### config.mk
export PLATFORM = sky130hd
export DESIGN_NAME = spi_reg_bridge
export DESIGN_NICKNAME = d
export VERILOG_FILES = /design/src/rtl/spi_pkg.sv /design/src/rtl/spi_reg_bridge_timeout.sv /design/src/rtl/spi_reg_bridge.sv
export SDC_FILE = /design/constraint.sdc
export NUM_CORES = 1
export LEC_CHECK = 0
export CAP_MARGIN = 20
export CORE_MARGIN = 3
export CORE_UTILIZATION = 53
export DETAILED_ROUTE_END_ITERATION = 12
export GPL_TIMING_DRIVEN = 0
export PLACE_DENSITY = 0.85
export SYNTH_ARGS = -nofsm -noshare
export SYNTH_HDL_FRONTEND = slang
export SYNTH_SLANG_ARGS = --single-unit
### constraint.sdc
create_clock -name clk -period 4.85 [get_ports clk]
set_clock_uncertainty 0.05 [all_clocks]
set_input_delay 0.97 -clock clk [delete_from_list [all_inputs] [get_ports clk]]
set_output_delay 0.97 -clock clk [all_outputs]
set_load 0.005 [all_outputs]
### src/rtl/spi_pkg.sv
// Shared definitions for the SPI command decoder / register-bus bridge.
package spi_pkg;

    localparam int DEF_DATA_WIDTH = 8;
    localparam int CMD_RW_BIT     = 7;
    localparam logic [7:0] CMD_CLEAR_ERR = 8'hFF;
    localparam logic [7:0] ERR_BYTE      = 8'hEE;

    typedef enum logic [2:0] {
        S_IDLE      = 3'd0,
        S_CMD       = 3'd1,
        S_WR_WAIT   = 3'd2,
        S_WR_BUS    = 3'd3,
        S_RD_BUS    = 3'd4,
        S_RD_STREAM = 3'd5
    } state_t;

endpackage

### src/rtl/spi_reg_bridge_timeout.sv
// Bus-wait watchdog: reloads while idle, counts down while running, flags expiry.
module spi_reg_bridge_timeout #(
    parameter int TIMEOUT = 16
) (
    input  logic clk,
    input  logic rst,
    input  logic load,
    output logic expire
);

    localparam int CW = $clog2(TIMEOUT + 1);

    logic [CW-1:0] cnt;

    // Loaded with TIMEOUT-1 so expire rises in the TIMEOUT-th running cycle.
    always_ff @(posedge clk) begin
        if (rst || load) begin
            cnt <= CW'(TIMEOUT - 1);
        end else if (cnt != '0) begin
            cnt <= cnt - CW'(1);
        end
    end

    assign expire = !load && (cnt == '0);

endmodule

### src/rtl/spi_reg_bridge.sv
// Decodes SPI frames (command byte + data bytes) into register-bus reads/writes.
module spi_reg_bridge
    import spi_pkg::*;
#(
    parameter int DATA_WIDTH = DEF_DATA_WIDTH,
    parameter int ADDR_WIDTH = 7,
    parameter int TIMEOUT    = 16,
    parameter logic [ADDR_WIDTH-1:0] STATUS_ID = 7'h2A
) (
    input  logic                  clk,
    input  logic                  rst,
    input  logic                  cs_active,
    input  logic [DATA_WIDTH-1:0] rx_data,
    input  logic                  rx_valid,
    output logic [DATA_WIDTH-1:0] tx_data,
    output logic [ADDR_WIDTH-1:0] reg_addr,
    output logic [DATA_WIDTH-1:0] reg_wdata,
    output logic                  reg_wr,
    output logic                  reg_rd,
    input  logic                  reg_ack,
    input  logic [DATA_WIDTH-1:0] reg_rdata,
    output logic                  err,
    output logic [7:0]            byte_cnt
);

    state_t state;
    logic   cs_prev;
    logic   ign_data;
    logic   in_bus;
    logic   tmo_expire;

    assign in_bus = (state == S_WR_BUS) || (state == S_RD_BUS);

    spi_reg_bridge_timeout #(.TIMEOUT(TIMEOUT)) u_tmo (
        .clk    (clk),
        .rst    (rst),
        .load   (!in_bus),
        .expire (tmo_expire)
    );

    always_ff @(posedge clk) begin
        if (rst) begin
            state     <= S_IDLE;
            cs_prev   <= 1'b0;
            ign_data  <= 1'b0;
            tx_data   <= {1'b0, STATUS_ID};
            reg_addr  <= '0;
            reg_wdata <= '0;
            reg_wr    <= 1'b0;
            reg_rd    <= 1'b0;
            err       <= 1'b0;
            byte_cnt  <= '0;
        end else begin
            cs_prev <= cs_active;
            if (state != S_IDLE && !cs_active) begin
                // Frame end beats any byte or ack arriving in the same cycle.
                state  <= S_IDLE;
                reg_wr <= 1'b0;
                reg_rd <= 1'b0;
            end else begin
                if (state != S_IDLE && !in_bus && rx_valid && byte_cnt != 8'hFF)
                    byte_cnt <= byte_cnt + 8'd1;
                if (in_bus && rx_valid)
                    err <= 1'b1;
                case (state)
                    S_IDLE: begin
                        tx_data <= {err, STATUS_ID};
                        if (cs_active && !cs_prev) begin
                            state    <= S_CMD;
                            byte_cnt <= '0;
                            ign_data <= 1'b0;
                        end
                    end
                    S_CMD: if (rx_valid) begin
                        reg_addr <= rx_data[ADDR_WIDTH-1:0];
                        if (rx_data == CMD_CLEAR_ERR) begin
                            err      <= 1'b0;
                            ign_data <= 1'b1;
                            state    <= S_WR_WAIT;
                        end else if (rx_data[CMD_RW_BIT]) begin
                            reg_rd <= 1'b1;
                            state  <= S_RD_BUS;
                        end else begin
                            state <= S_WR_WAIT;
                        end
                    end
                    S_WR_WAIT: if (rx_valid && !ign_data) begin
                        reg_wdata <= rx_data;
                        reg_wr    <= 1'b1;
                        state     <= S_WR_BUS;
                    end
                    S_WR_BUS: if (reg_ack || tmo_expire) begin
                        reg_wr   <= 1'b0;
                        reg_addr <= reg_addr + ADDR_WIDTH'(1);
                        state    <= S_WR_WAIT;
                        if (!reg_ack) begin
                            err     <= 1'b1;
                            tx_data <= ERR_BYTE;
                        end
                    end
                    S_RD_BUS: if (reg_ack || tmo_expire) begin
                        reg_rd <= 1'b0;
                        state  <= S_RD_STREAM;
                        if (reg_ack) begin
                            tx_data <= reg_rdata;
                        end else begin
                            err      <= 1'b1;
                            tx_data  <= ERR_BYTE;
                            reg_addr <= reg_addr + ADDR_WIDTH'(1);
                        end
                    end
                    S_RD_STREAM: if (rx_valid) begin
                        reg_addr <= reg_addr + ADDR_WIDTH'(1);
                        reg_rd   <= 1'b1;
                        state    <= S_RD_BUS;
                    end
                    default: state <= S_IDLE;
                endcase
            end
        end
    end

endmodule

After elaboration in Yosys (flattened, before gate mapping)

Index checks and enable logic that the tools add are counted.

Bits in registers: 44
Logic and storage cells: 107
Output and inout bits: 34

Eq/ne operators: 18
Bitwise gates (word level): 1
Multiplexer cells: 41
Add/subtract/negate cells: 3
Reductions and logical operators: 33

Operators by type and width:

| cell                | number |
|---|---|
| $mux 8              | 7 |
| $mux 7              | 5 |
| $pmux 7 s4          | 1 |
| $mux 3              | 8 |
| $pmux 8 s3          | 1 |
| $ne 2x2->1 const B  | 9 |
| $pmux 3 s6          | 1 |
| $mux 1              | 14 |
| $reduce_and 6->1    | 2 |
| $reduce_and 5->1    | 2 |
| $reduce_bool 3->1   | 3 |
| $add 8x1->8 const B | 1 |
| $eq 8x8->1 const B  | 1 |
| $logic_and 1x1->1   | 8 |
| $ne 8x8->1 const B  | 1 |
| $add 7x1->7 const B | 1 |
| $reduce_and 7->1    | 1 |
| $eq 3x2->1 const B  | 2 |
| $eq 3x3->1 const B  | 2 |
| $pmux 1 s2          | 3 |
| $reduce_and 3->1    | 2 |
| $logic_not 5->1     | 1 |
| $reduce_bool 5->1   | 1 |
| $sub 5x1->5 const B | 1 |
| other kinds (10)    | 18 |

Logic depth before layout (Yosys ltp)

Depth in word-level cells: 9
Depth in mapped cells: 9
Gate-level depth less buffers: 7

Hierarchy

From an unflattened synthesis, not the netlist that was laid out.

Cell total of the unflattened synthesis: 267
Area total of the unflattened synthesis: 2327.2 µm²

Modules (own cells, without submodules):

| module                 | instances | area an instance (µm²) | cells each | sequential area each (µm²) |
|---|---|---|---|---|
| spi_reg_bridge         | 1         | 2105.8                 | 242        | 780.7 |
| spi_reg_bridge_timeout | 1         | 221.5                  | 25         | 100.1 |

Worst setup path after synthesis

OpenSTA, ideal clock, no wires.

Path type: input -> register
From: in rx_valid
To: reg byte_cnt[6]
Required time: 4674 ps
Path slack: 2445 ps
Cell stages on the path: 6
Data arrival time: 2229 ps
Library setup time: 126 ps
Cell sequence: clkbuf_1 > o211a_1 > nand3b_1 > or4b_2 > o21ai_0 > nor2_1

Longest elaborated chain between the ends: 5

Ends and longest elaborated chain:

| item                                | RTL line             | text |
|---|---|---|
| from (decl)                         | spi_reg_bridge.sv:14 | `input logic rx_valid,` |
| $logic_and 1x1->1 (*) (2 in series) | spi_reg_bridge.sv:61 | `if (state != S_IDLE && !in_bus && rx_valid && byte_cnt != 8'hFF)` |
| $mux 8 (*)                          | spi_reg_bridge.sv:61 |  |
| $mux 8                              | spi_reg_bridge.sv:68 | `if (cs_active && !cs_prev) begin` |
| $mux 8 (*)                          | spi_reg_bridge.sv:65 | `case (state)` |
| to (signal assigned)                | spi_reg_bridge.sv:62 | `byte_cnt <= byte_cnt + 8'd1;` |
| to (decl)                           | spi_reg_bridge.sv:23 | `output logic [7:0] byte_cnt` |

Every way passes the cells marked *; elsewhere a longest branch is shown, timed or not.
A chain may end at the register's enable or synchronous reset.

Worst setup path after layout

From: in reg_ack
To: reg reg_addr[1]

Longest elaborated chain between the ends: 3
Elaborated cells on any way between the ends: 5

Ends and longest elaborated chain:

| item                                  | RTL line                                    | text |
|---|---|---|
| from (decl)                           | spi_reg_bridge.sv:20                        | `input logic reg_ack,` |
| $logic_or 1x1->1                      | spi_reg_bridge.sv:92, spi_reg_bridge.sv:101 |  |
| $ne 2x1->1 (no source line)           | -                                           |  |
| $reduce_and 7->1 (no source line) (*) | -                                           |  |
| to (signal assigned)                  | spi_reg_bridge.sv:94                        | `reg_addr <= reg_addr + ADDR_WIDTH'(1);` |
| to (signal assigned)                  | spi_reg_bridge.sv:109                       | `reg_addr <= reg_addr + ADDR_WIDTH'(1);` |
| to (signal assigned)                  | spi_reg_bridge.sv:113                       | `reg_addr <= reg_addr + ADDR_WIDTH'(1);` |
| to (decl)                             | spi_reg_bridge.sv:16                        | `output logic [ADDR_WIDTH-1:0] reg_addr,` |

Marks and branches as above.

==> impl_metrics.ini <==
[yosys]
synth_cells = 277
yosysWarnings = 0
synth_edf_count = 0
synthFlopType = dfxtp_1
async_flop_share_pct = 0
synth.net_count = 302
ys_seq_area_share_pct = 38.8
netlist_area_um2 = 2270
postSynthRegisterBits = 44
synth_cell_type_count = 53
syn_avg_cell_area_um2 = 8.19

[timing]
finalSetupTns_ps = 0
hold_ws_ps = 427
finalCritPeriodShare_pct = 56.6
slew_viol_final = 0
setup_ws_ps = 2110
setup_violations = 0
rsz0062_at_grt = false
fmax_mhz = 364
fin_crit_ps = 2740
hold_viol = 0
tightest_slew_ps = 786
slew-limit-headroom_pct = 46.8

[clock_network]
postCtsSetupBuffers = 0
cts_buffers = 5
tritoncts = done
htree_levels = 2
cts_resized = 0
cts_max_path_buffers = 2
clock_sinks = 44
insertion_delay_ps = 300
holdBufCountCts = 0
cts-root-buf = clkbuf_8
path_clk_slew_ps = 80

[layout]
final_common_cell = clkdlybuf4s50_1
final_cell_mix = clkdlybuf4s50_1 (52), nor2_1 (45), dfxtp_1 (44)
nFillCells = 331
seqCellArea_um2 = 881
layout.nets = 361
final_util_pct = 72.7
drive_gt1_share_pct = 6.82
multi_input_comb_area_um2 = 1290
area_growth_pct = 30.0
antennaDiodeCount = 0

[route]
final_antenna_net_count = 0
wl_um = 5890
drt_iter0_drc = 218
drc = 0
via_per_inst = 5.68
wl_per_cell_um = 15.2
first_pass_iters = 4
vias = 2197

[global_route]
antenna_found_initial = 0
grt_pass1_wl_um = 9760
first_global_vias = 2068
gr-total-overflow = 0
grt_max_degree = 15
grt_usage_pct = 23.7

[setup_path]
worstPathArrival_ps = 2880
crit_fanout = 10
startpoint = reg_ack
required_ps = 4990
cp-start-kind = primary input
setup.worst_path.end = reg_addr[1]
r2r_end = reg_addr[1]
reg2reg_from = state[2]
reg2reg_slack_ps = 2390
endpoint_kind = register
worstSetupPathType = primary input to register
r2r_cells = 7

[floorplanning]
dieArea_um2 = 5100
core_area_um2 = 4060
fp.dieW_um = 71.4
ios = 55
row_count = 23
start_util_pct = 55.9
die_y_um = 71.4

[placement]
numPortBuffers = 52
post-place-ws_ps = 1890
dp_hpwl_um = 4250
gp_congestion = 0.936

[pwr]
leakage_nw = 1.11
power_density_nw_per_um2 = 257
ir_drop_v = 0.000202

[run_status]
status = finished, final reports clean

[flow_run]
cap_viol_max_count = 0

[min_path]
hp-class = register to register
[state kept, by name (all words and copies together), names as in the netlist]
register,cells
err,1
tx_data,8
reg_rd,1
reg_addr,7
u_tmo.cnt,5
cs_prev,1
ign_data,1
reg_wr,1
state,3
byte_cnt,8
reg_wdata,8
[cells by family (layout without fill, tap and decap cells)]
logic type	after synthesis	count (layout)	synth area share [%]
fa+ha+maj	4	4	2.21
xor+xnor	6	6	2.32
compound gates	65	65	20.0
simple gates	124	124	27.1
mux	12	12	5.35
buf+inv	22	82	4.14
flops	44	44	38.8
[stage by stage]
stage | power, mW | std cells | cell area, um^2
floorplan | 0.469 | 277 | 2270
global placement | 0.516 | 379 | 2850
detailed placement | 0.518 | 379 | 2850
CTS | 0.762 | 387 | 2950
global route | 0.788 | 387 | 2950
finish | 0.757 | 387 | 2950
[worst max-delay path, cell delays in order]
cell	delay, ps
clkdlybuf4s50_1	470
inv_1	220
nand2_1	180
o221ai_1	400
buf_2	300
mux2i_1	280
nor2_1	60
[layer usage]
metal / routed length [um] / share of wire, % / up-vias / GRT usage, %
met1: 2610 / 44 / 1024 / 31.0
met5: 0 / 0 / - / 0
met2: 2920 / 50 / 56 / 38.8
li1: - / - / 1104 / -
met3: 250 / 4.2 / 13 / 4.49
met4: 115 / 2.0 / 0 / 9.19
[power by group]
part | internal, mW | switching (mW) | total [mW]
Sequential | 0.371 | 0.00713 | 0.378
Clock | 0.115 | 0.130 | 0.245
Combinational | 0.0619 | 0.0721 | 0.134
Total | 0.548 | 0.209 | 0.757
[synthesized netlist by cell type, types with 3 or more instances]
library cell  count  area (um^2)
a21o_1            3         22.5
a21oi_1          18         90.1
buf_2             3         15.0
clkbuf_1         11         41.3
dfxtp_1          44          881
ha_1              4         50.1
inv_1             6         22.5
mux2i_1          11          110
nand2_1          15         56.3
nand2b_1         11         68.8
nand3_1          10         50.1
nand3b_1          4         30.0
nand4_1           3         18.8
nor2_1           45          169
nor2b_1           4         25.0
nor3_1           14         70.1
o21ai_0          15         75.1
o32ai_1           4         35.0
or2_2             3         18.8
or3_1             3         18.8
xnor2_1           5         43.8
[area by class of cell]
cell class	instances	share of cell area, %
multi-input combinational	211	43.9
sequential	44	29.9
timing repair buffer	52	17.6
clock buffer	6	2.80
buffer	16	2.42
tap	50	2.12
inverter	6	0.764
clock inverter	2	0.509
[worst min-delay path by stage]
stage	to	from	cells after the start	slack [ps]
finish	reg_rd	reg_rd	2	430
detailed placement	ign_data	ign_data	2	410
floorplan	ign_data	ign_data	2	390
global placement	ign_data	ign_data	2	400
CTS	ign_data	ign_data	2	430
global route	ign_data	ign_data	2	440
Note: power is estimated with default switching activity, not from simulation.
